## src/rtl/ram_1port_bist.sv

```systemverilog
`default_nettype none
// =============================================================================
// Module   : ram_1port_bist
// Purpose  : Built-in self-test initiator for a single-port RAM. It writes an
//            incrementing pattern P0(a) = a+1 to every address and reads it
//            back in order, checking each word. It then repeats the pass with
//            the inverted pattern P1(a) = ~P0(a). The result is pass/fail,
//            with the address, data and phase of the first failure captured.
//
// Ports    : i_Clk        - system clock, rising edge
//            i_Rst_L      - asynchronous active-low reset
//            i_Start      - start request, sampled only while idle
//            o_Busy       - test in progress
//            o_Done       - one-cycle completion pulse
//            o_Pass       - result, valid from o_Done until the next start
//            o_Fail_Addr  - address of the first mismatch / missing read
//            o_Fail_Data  - data read at the first mismatch (0 on timeout)
//            o_Fail_Phase - pattern phase of the first failure
//            o_Err_Count  - saturating mismatch count (BIST_ERR_CNT_EN only)
//            o_Addr       - RAM address
//            o_Wr_DV      - RAM write strobe
//            o_Wr_Data    - RAM write data
//            o_Rd_En      - RAM read enable
//            i_Rd_DV      - RAM read data valid, one cycle after o_Rd_En
//            i_Rd_Data    - RAM read data
//
// Options  : BIST_ERR_CNT_EN - when defined, a mismatch does not abort the
//            test. Both phases run to completion, and every mismatching word
//            is counted on o_Err_Count. A read timeout still aborts the test.
//
// Revision : 1.0 - initial release
// =============================================================================
module ram_1port_bist #(
    parameter int WIDTH      = 8,
    parameter int DEPTH      = 4,
    parameter int RD_TIMEOUT = 4,
    localparam int AW        = (DEPTH > 1) ? $clog2(DEPTH) : 1
`ifdef BIST_ERR_CNT_EN
    ,
    localparam int EW        = $clog2(2 * DEPTH + 1)
`endif
) (
    input  logic             i_Clk,
    input  logic             i_Rst_L,
    input  logic             i_Start,
    output logic             o_Busy,
    output logic             o_Done,
    output logic             o_Pass,
    output logic [AW-1:0]    o_Fail_Addr,
    output logic [WIDTH-1:0] o_Fail_Data,
    output logic             o_Fail_Phase,
`ifdef BIST_ERR_CNT_EN
    output logic [EW-1:0]    o_Err_Count,
`endif
    output logic [AW-1:0]    o_Addr,
    output logic             o_Wr_DV,
    output logic [WIDTH-1:0] o_Wr_Data,
    output logic             o_Rd_En,
    input  logic             i_Rd_DV,
    input  logic [WIDTH-1:0] i_Rd_Data
);

    // The check counter must be able to hold DEPTH itself ("all words seen").
    localparam int CW = $clog2(DEPTH + 1);
    localparam int TW = $clog2(RD_TIMEOUT + 1);

    localparam logic [AW-1:0] c_LAST_ADDR = AW'(DEPTH - 1);
    localparam logic [CW-1:0] c_ALL_READ  = CW'(DEPTH);
    localparam logic [TW-1:0] c_TMO_LAST  = TW'(RD_TIMEOUT - 1);

    typedef enum logic [2:0] {
        S_IDLE    = 3'd0,
        S_WRITE   = 3'd1,
        S_READ    = 3'd2,
        S_WAIT_RD = 3'd3,
        S_DONE    = 3'd4
    } state_t;

    state_t           r_state;
    state_t           w_next_state;

    logic [AW-1:0]    r_addr;
    logic             r_phase;
    logic [CW-1:0]    r_chk;
    logic [TW-1:0]    r_tmo;
    logic             r_pass;
    logic             r_failed;
    logic [AW-1:0]    r_fail_addr;
    logic [WIDTH-1:0] r_fail_data;
    logic             r_fail_phase;
`ifdef BIST_ERR_CNT_EN
    logic [EW-1:0]    r_err_cnt;
`endif

    logic             w_addr_last;
    logic             w_checks_done;
    logic             w_check;
    logic             w_mismatch;
    logic             w_abort;
    logic             w_timeout;
    logic [WIDTH-1:0] w_expect;
    logic [WIDTH-1:0] w_wr_pattern;

    // P0(a) = a+1 truncated/zero-extended to WIDTH; P1(a) = ~P0(a).
    function automatic logic [WIDTH-1:0] f_pattern(input logic phase, input logic [31:0] idx);
        logic [WIDTH-1:0] v;
        v = WIDTH'(idx + 32'd1);
        return phase ? ~v : v;
    endfunction

    assign w_addr_last   = (r_addr == c_LAST_ADDR);
    assign w_checks_done = (r_chk == c_ALL_READ);
    assign w_expect      = f_pattern(r_phase, 32'(r_chk));
    assign w_wr_pattern  = f_pattern(r_phase, 32'(r_addr));

    // Read data is matched purely by arrival order; the RAM never reorders.
    assign w_check    = i_Rd_DV && ((r_state == S_READ) || (r_state == S_WAIT_RD)) && !w_checks_done;
    assign w_mismatch = w_check && (i_Rd_Data != w_expect);
    assign w_timeout  = (r_state == S_WAIT_RD) && !i_Rd_DV && !w_checks_done && (r_tmo == c_TMO_LAST);

`ifdef BIST_ERR_CNT_EN
    assign w_abort = 1'b0;
`else
    assign w_abort = w_mismatch;
`endif

    assign o_Addr       = r_addr;
    assign o_Pass       = r_pass;
    assign o_Fail_Addr  = r_fail_addr;
    assign o_Fail_Data  = r_fail_data;
    assign o_Fail_Phase = r_fail_phase;
`ifdef BIST_ERR_CNT_EN
    assign o_Err_Count  = r_err_cnt;
`endif

    always_ff @(posedge i_Clk or negedge i_Rst_L) begin
        if (!i_Rst_L) begin
            r_state <= S_IDLE;
        end else begin
            r_state <= w_next_state;
        end
    end

    // RAM strobes are decoded from the state so an asynchronous reset drops
    // them immediately.
    always_comb begin
        w_next_state = r_state;
        o_Busy       = 1'b0;
        o_Done       = 1'b0;
        o_Wr_DV      = 1'b0;
        o_Rd_En      = 1'b0;
        o_Wr_Data    = '0;
        case (r_state)
            S_IDLE: begin
                if (i_Start) begin
                    w_next_state = S_WRITE;
                end
            end
            S_WRITE: begin
                o_Busy    = 1'b1;
                o_Wr_DV   = 1'b1;
                o_Wr_Data = w_wr_pattern;
                if (w_addr_last) begin
                    w_next_state = S_READ;
                end
            end
            S_READ: begin
                o_Busy  = 1'b1;
                o_Rd_En = 1'b1;
                if (w_abort) begin
                    w_next_state = S_DONE;
                end else if (w_addr_last) begin
                    w_next_state = S_WAIT_RD;
                end
            end
            S_WAIT_RD: begin
                o_Busy = 1'b1;
                if (w_checks_done) begin
                    w_next_state = r_phase ? S_DONE : S_WRITE;
                end else if (w_abort || w_timeout) begin
                    w_next_state = S_DONE;
                end
            end
            S_DONE: begin
                o_Done       = 1'b1;
                w_next_state = S_IDLE;
            end
            default: begin
                w_next_state = S_IDLE;
            end
        endcase
    end

    always_ff @(posedge i_Clk or negedge i_Rst_L) begin
        if (!i_Rst_L) begin
            r_addr       <= '0;
            r_phase      <= 1'b0;
            r_chk        <= '0;
            r_tmo        <= '0;
            r_pass       <= 1'b0;
            r_failed     <= 1'b0;
            r_fail_addr  <= '0;
            r_fail_data  <= '0;
            r_fail_phase <= 1'b0;
`ifdef BIST_ERR_CNT_EN
            r_err_cnt    <= '0;
`endif
        end else begin
            case (r_state)
                S_IDLE: begin
                    if (i_Start) begin
                        r_addr       <= '0;
                        r_phase      <= 1'b0;
                        r_chk        <= '0;
                        r_tmo        <= '0;
                        r_pass       <= 1'b0;
                        r_failed     <= 1'b0;
                        r_fail_addr  <= '0;
                        r_fail_data  <= '0;
                        r_fail_phase <= 1'b0;
`ifdef BIST_ERR_CNT_EN
                        r_err_cnt    <= '0;
`endif
                    end
                end
                // Address restarts at 0 for the read sweep; after the read
                // sweep it is left at DEPTH-1 so o_Addr holds its last value.
                S_WRITE: begin
                    r_addr <= w_addr_last ? '0 : r_addr + AW'(1);
                end
                S_READ: begin
                    if (!w_addr_last) begin
                        r_addr <= r_addr + AW'(1);
                    end
                end
                S_WAIT_RD: begin
                    if (w_checks_done) begin
                        r_chk <= '0;
                        r_tmo <= '0;
                        if (!r_phase) begin
                            r_phase <= 1'b1;
                            r_addr  <= '0;
                        end else begin
                            r_pass <= ~r_failed;
                        end
                    end else if (i_Rd_DV) begin
                        r_tmo <= '0;
                    end else begin
                        r_tmo <= r_tmo + TW'(1);
                    end
                end
                default: begin
                end
            endcase

            if (w_check) begin
                r_chk <= r_chk + CW'(1);
                if (w_mismatch) begin
                    r_failed <= 1'b1;
                    if (!r_failed) begin
                        r_fail_addr  <= AW'(r_chk);
                        r_fail_data  <= i_Rd_Data;
                        r_fail_phase <= r_phase;
                    end
`ifdef BIST_ERR_CNT_EN
                    if (r_err_cnt != '1) begin
                        r_err_cnt <= r_err_cnt + EW'(1);
                    end
`endif
                end
            end

            if (w_timeout) begin
                r_failed <= 1'b1;
                if (!r_failed) begin
                    r_fail_addr  <= AW'(r_chk);
                    r_fail_data  <= '0;
                    r_fail_phase <= r_phase;
                end
            end
        end
    end

endmodule
`default_nettype wire

```

## config.mk

```make
export PLATFORM = sky130hd
export DESIGN_NAME = ram_1port_bist
export DESIGN_NICKNAME = d
export VERILOG_FILES = /design/src/rtl/ram_1port_bist.sv
export SDC_FILE = /design/constraint.sdc
export NUM_CORES = 1
export LEC_CHECK = 0
export ABC_AREA = 1
export CORE_MARGIN = 4
export CORE_UTILIZATION = 55
export CTS_CLUSTER_DIAMETER = 50
export CTS_CLUSTER_SIZE = 20
export DETAILED_ROUTE_END_ITERATION = 6
export DONT_BUFFER_PORTS = 1
export PLACE_DENSITY = 0.79
export RECOVER_POWER = 25
export SYNTH_ARGS = -nofsm -noshare
export SYNTH_HDL_FRONTEND = slang
export SYNTH_SLANG_ARGS = --single-unit
```

## constraint.sdc

```tcl
create_clock -name i_Clk -period 1.9 [get_ports i_Clk]
set_input_delay 0.095 -clock i_Clk [delete_from_list [all_inputs] [get_ports i_Clk]]
set_output_delay 0.095 -clock i_Clk [all_outputs]
set_load 0.005 [all_outputs]
```

# Word level (Yosys, flattened, before mapping)
# Cells that the tools add are included.
[totals]
ff_bits = 25
latch_bits = 0
ram_bits = 0
romBits = 0
inputBits = 12
out_inout_bits = 26
elab_cells = 117
n_memories = 0
[classes]
add_sub_neg = 5
n_mul = 0
div_mod_pow = 0
n_lt_le_gt_ge = 0
n_eq_ne = 18
shifts = 0
n_mux = 60
bitwise_logic = 3
reduce_logical = 21
[op_table]
columns = ["cell", "count"]
rows = [
  ["$mux W8", 10],
  ["$mux W3", 12],
  ["$mux W2", 12],
  ["$mux W1", 20],
  ["$ne A2 B2 Y1 const B", 6],
  ["$pmux W3 S2", 2],
  ["$pmux W3 S4", 1],
  ["$eq A3 B2 Y1 const B", 3],
  ["$ne A3 B3 Y1 const B", 3],
  ["$ne A8 B8 Y1", 1],
  ["$not A3 Y8", 1],
  ["$not A4 Y8", 1],
  ["$pmux W2 S4", 1],
  ["$reduce_and A4 Y1", 2],
  ["$add A3 B1 Y3 const B", 2],
  ["$eq A3 B3 Y1 const B", 2],
  ["$logic_and A1 B1 Y1", 6],
  ["$reduce_and A3 Y1", 2],
  ["$reduce_and A5 Y1", 1],
  ["$add A3 B1 Y4 const B", 1],
  ["$pmux W1 S2", 2],
  ["$reduce_bool A4 Y1", 1],
  ["$add A2 B1 Y3 const B", 1],
  ["$eq A3 B1 Y1 const B", 1],
  ["other kinds (11)", 13],
]

# Depth between registers and ports, before layout
[depth]
depth_word = 9
mapped_depth = 16
ltp_nobuf = 16

# Least setup slack after synthesis
# No wires, ideal clock.
[synth_path]
path_kind = "register to register"
from = "register r_chk[0]"
to = "register r_fail_addr[0] (netlist: o_Fail_Addr[0])"
setup_time_ns = 0.074
t_arrival_ns = 1.759
required_ns = 1.826
setup_slack_ns = 0.067
path_stages_with_launch = 17
path_buffers = 1
period_less_slack_ns = 1.833
cell_sequence = "dfrtp_1 -> inv_1 -> ha_1 -> inv_1 -> nand2_1 -> nand2_1 -> nand2_1 -> nand2_1 -> nor2_1 -> nand3_2 -> nand2_4 -> nor2_4 -> inv_6 -> nand2_4 -> buf_12 -> nand2_2 -> o21ai_2"
[synth_between]
elab_chain_cells = 9
word_cells_on_any_way = 15
cone_classes = "add/sub (1); eq/ne (2); mux (6); bitwise (1); reduce/logical (5)"
[synth_lines]
columns = ["element", "line_no", "source"]
rows = [
  ["start, declared", "84", "logic [CW-1:0] r_chk;"],
  ["start signal, assigned", "257", "r_chk <= r_chk + CW'(1);"],
  ["$add A3 B1 Y4", "107", "v = WIDTH'(idx + 32'd1);"],
  ["$not A4 Y8", "108", "return phase ? ~v : v;"],
  ["$mux W8", "108", ""],
  ["$ne A8 B8 Y1", "118", "assign w_mismatch = w_check && (i_Rd_Data != w_expect);"],
  ["$logic_and A1 B1 Y1", "118", ""],
  ["$mux W2", "258", "if (w_mismatch) begin"],
  ["$mux W2", "256", "if (w_check) begin"],
  ["$mux W2", "275", "if (!r_failed) begin"],
  ["$mux W2 *", "273", "if (w_timeout) begin"],
  ["end signal, assigned", "261", "r_fail_addr <= AW'(r_chk);"],
  ["end signal, assigned", "276", "r_fail_addr <= AW'(r_chk);"],
  ["end, declared", "88", "logic [AW-1:0] r_fail_addr;"],
]
# Mark *: on every way between the ends. The rest lies on a longest branch, timed or not.
# A chain may end at the register's enable or synchronous reset.

# Worst setup path after layout
[layout_path]
from = "register r_chk[0]"
to = "register r_fail_addr[1] (netlist: o_Fail_Addr[1])"
# The elaborated chain is that of the path after synthesis.

==> parameters.txt <==
Parameter                              Value

Setup path
  Sequence of cells on the critical path ... inv_2 -> ha_4 -> inv_2 -> nand2_1 -> nand2_1 -> nand2_1 -> nand2_1 -> nor2_1 -> nand3_2 -> nand2_4 -> nor2_4 -> inv_6 -> nand2_8 -> nand2_1 -> o21ai_2
  Worst reg2reg path endpoint ... o_Fail_Addr[1]
  Cell with the most instances on the worst path ... sky130_fd_sc_hd__nand2_1
  Req. time, crit path ... 2.12 ns
  Startpoint class of the critical path ... flip-flop
  Number of cells on the worst reg-to-reg path ... 15
  Category of the most critical setup path ... flip-flop to flip-flop
  Source of the worst register-to-register timing path ... r_chk[0]
  Largest stage delay on the critical path ... 0.42 ns
  Crit path DAT ... 2.04 ns
  Beginning of the critical path ... r_chk[0]
  Capturing instance or port of the critical path ... o_Fail_Addr[1]
  Flop2flop setup slack ... 0.08 ns
  Worst path slowest cell ... sky130_fd_sc_hd__dfrtp_1
  Sort of element at the end of the critical path ... flip-flop
  Worst Path Max Fanout ... 6

Synthesis
  Flip-flop and latch count after synthesis ... 25
  Sequential element share of the synthesized area ... 37.2%
  Syn_nets ... 246
  Number of distinct library cell variants in the gate-level netlist after synthesis ... 27
  Number of standard cells after synthesis ... 229
  Async set-or-reset flop fraction in the synthesized netlist ... 100%
  Post-synthesis average cell area ... 7.34 um2
  Synthesized area ... 1680 um2
  Number of enable-type register cells in the synthesized netlist ... 0
  Commonest register cell after synthesis ... sky130_fd_sc_hd__dfrtp_1
  Synthesis Warnings ... 0

Timing
  Final setup viols ... 0
  Number of pins exceeding their max-slew limit in the final report ... 0
  Highest Clock Rate ... 550 MHz
  Post-Route Skew ... 0.0152 ns
  Final worst path period share ... 95.7%
  Final Critical Period ... 1.82 ns
  Worst Hold Margin ... 0.0293 ns
  Slew at the pin with the worst max-slew slack ... 1.34 ns
  Unrepaired setup endpoints after global routing ... yes
  Headroom to the max-slew limit ... 10.8%
  Hold violation count in the final report ... 0

Cells and area
  Number of antenna cells inserted ... 0
  Finished Core Util ... 69.0%
  Area Growth Syn to Fin ... 16.1%
  Fraction of final layout cells with drive strength greater than 1 ... 24.2%
  Filler cells ... 214
  Leading cell type in the layout, fill and taps excluded ... sky130_fd_sc_hd__nand2_1
  Commonest cells after routing, fill and taps aside ... sky130_fd_sc_hd__nand2_1, sky130_fd_sc_hd__inv_1, sky130_fd_sc_hd__dfrtp_1
  Final-stage net count ... 270

CTS
  Root Driver ... sky130_fd_sc_hd__clkbuf_4
  Clock H-tree levels ... 1
  Number of buffers on the longest clock path ... 2
  TritonCTS clock tree ... done
  Clock sink total ... 25
  CTS buffer count ... 3
  Clock latency at the later pin of the worst-skew pair ... 0.33 ns
  Clk pin slew, worst setup/hold paths ... 0.14 ns

Placed design
  HPWL Detailed ... 2540 um
  Weighted congestion reported at the end of routability-driven placement ... 0.862
  Buffers on Ports ... 0

Detailed routing
  Post-DR wirelength/cell ... 13.2 um
  Post-route DRC violation count ... 0
  Final wirelength ... 3730 um
  Detailed Routing Iterations Pass 1 ... 4
  Total number of vias ... 1494
  Iteration-0 DRC Markers ... 67
  Post-detailed-route via-to-cell ratio ... 5.28
  Antenna violation net count after detailed routing ... 0

Floorplanning
  Die Outline Area ... 4000 um2
  Initial cell density of the core ... 59.4%
  Standard cell core area ... 2830 um2
  Cell row count ... 19
  Die X-Extent ... 63.3 um
  Top Ports ... 38
  Die Y ... 63.3 um

GRT
  Vias in the first global route ... 1397
  Aggregate global routing overflow ... 0
  GRT Resource Usage Total ... 18.3%
  First-pass GRT wire length ... 6020 um
  Initial antenna violation count ... 0
  Pin count of the biggest net entering global routing ... 26

Outcome
  Outcome ... complete, no violations

Job
  Count of max-cap constraint violations ... 0

Power and ir drop
  Total Power Consumption ... 2.38 mW
  Power Density ... 1220 nW/um2
  Highest ir drop seen on vdd ... 0.697 mV
  Static leakage power ... 1.01 nW

Hold path
  Min-Delay Path Class ... primary input to flip-flop
==> critical path, delay by kind of cell (launching register included) <==
kind,cells,cell delay [ns]
AOI/OAI and AO/OA,1,0.05
adders and majority gates,1,0.27
buffers and inverters,3,0.20
DFF,1,0.42
and+or+nand+nor,10,0.77
==> worst min path at each step <==
stage / from / end / cells past startpoint
CTS: i_Start / r_phase / 3
global placement: i_Rst_L / o_Fail_Addr[0] / 0
global route: i_Start / r_phase / 3
finish: i_Start / r_phase / 3
detailed placement: i_Rst_L / o_Fail_Addr[0] / 0
floorplan: i_Rst_L / o_Addr[0] / 0
==> synth_stat cells (2+ instances only) <==
library cell,count,share of area (%)
sky130_fd_sc_hd__nand3_1,15,4.5
sky130_fd_sc_hd__nor2_1,14,3.1
sky130_fd_sc_hd__a21oi_1,7,2.1
sky130_fd_sc_hd__o21ai_0,8,2.4
sky130_fd_sc_hd__nand2_4,3,2.0
sky130_fd_sc_hd__o21ai_2,8,4.2
sky130_fd_sc_hd__buf_4,4,1.8
sky130_fd_sc_hd__inv_2,4,0.89
sky130_fd_sc_hd__ha_1,5,3.7
sky130_fd_sc_hd__dfrtp_1,25,37
sky130_fd_sc_hd__o22ai_1,4,1.5
sky130_fd_sc_hd__nor2_4,4,2.7
sky130_fd_sc_hd__nand2_1,75,17
sky130_fd_sc_hd__buf_6,2,1.3
sky130_fd_sc_hd__inv_1,35,7.8
sky130_fd_sc_hd__nand2_2,5,1.9
==> flip-flops by register name (all words and copies together), names as in the netlist <==
| name | cells |
|---|---|
| r_tmo | 3 |
| o_Fail_Data | 8 |
| r_chk | 3 |
| o_Pass | 1 |
| o_Fail_Addr | 2 |
| r_failed | 1 |
| r_state | 3 |
| o_Addr | 2 |
| r_phase | 1 |
| o_Fail_Phase | 1 |
==> where the power goes <==
part,internal [mW],total [mW],switching (mW)
clock,0.0823,0.244,0.161
sequential,0.691,0.852,0.161
combinational,0.515,1.28,0.770
==> final cells by class <==
class / instances / area (um2) / share of cell area [%]
flip-flops and latches: 25 / 627 / 32.1
well taps: 31 / 38.8 / 1.99
inverters: 40 / 155 / 7.95
repair buffers: 26 / 220 / 11.3
clock buffers: 4 / 26.3 / 1.35
multi-input cells: 157 / 883 / 45.3
==> cell families after synthesis <==
| group | Yosys count | synth area share, % |
|---|---|---|
| adder cells (fa/ha/maj) | 5 | 3.72 |
| XOR/XNOR | 1 | 0.521 |
| buffers and inverters | 48 | 13.8 |
| AO/OA/AOI/OAI | 30 | 11.6 |
| flip-flops | 25 | 37.2 |
| AND/OR/NAND/NOR | 120 | 33.1 |
==> metrics by stage <==
step	setup WS [ns]	std cells	area [um2]	TNS, ns
CTS	0.00279	279	1880	0
detailed placement	0.0279	263	1730	0
global route	-0.0309	283	1950	-0.0873
global placement	0.0929	263	1730	0
finish	0.0810	283	1950	0
floorplan	0.0666	229	1680	0
==> per-layer routing <==
layer / share of wire (%) / track usage [%] / up-vias
li1: - / - / 759
met1: 46 / 22.8 / 680
met2: 47 / 30.3 / 48
met3: 6.3 / 6.04 / 7
met4: 0.96 / 5.39 / 0
met5: 0 / 0 / -
==> repair_timing <==
action                                  4_1_cts  5_1_grt
hold buffers                                 11        0
resized for setup                             0       16
endpoints found under the hold margin        35        0
cloned                                        0        1
setup buffers                                 1        3
pin swaps                                     0        3
endpoints found under the setup margin        1       22
Note: power is estimated with default switching activity, not from simulation.
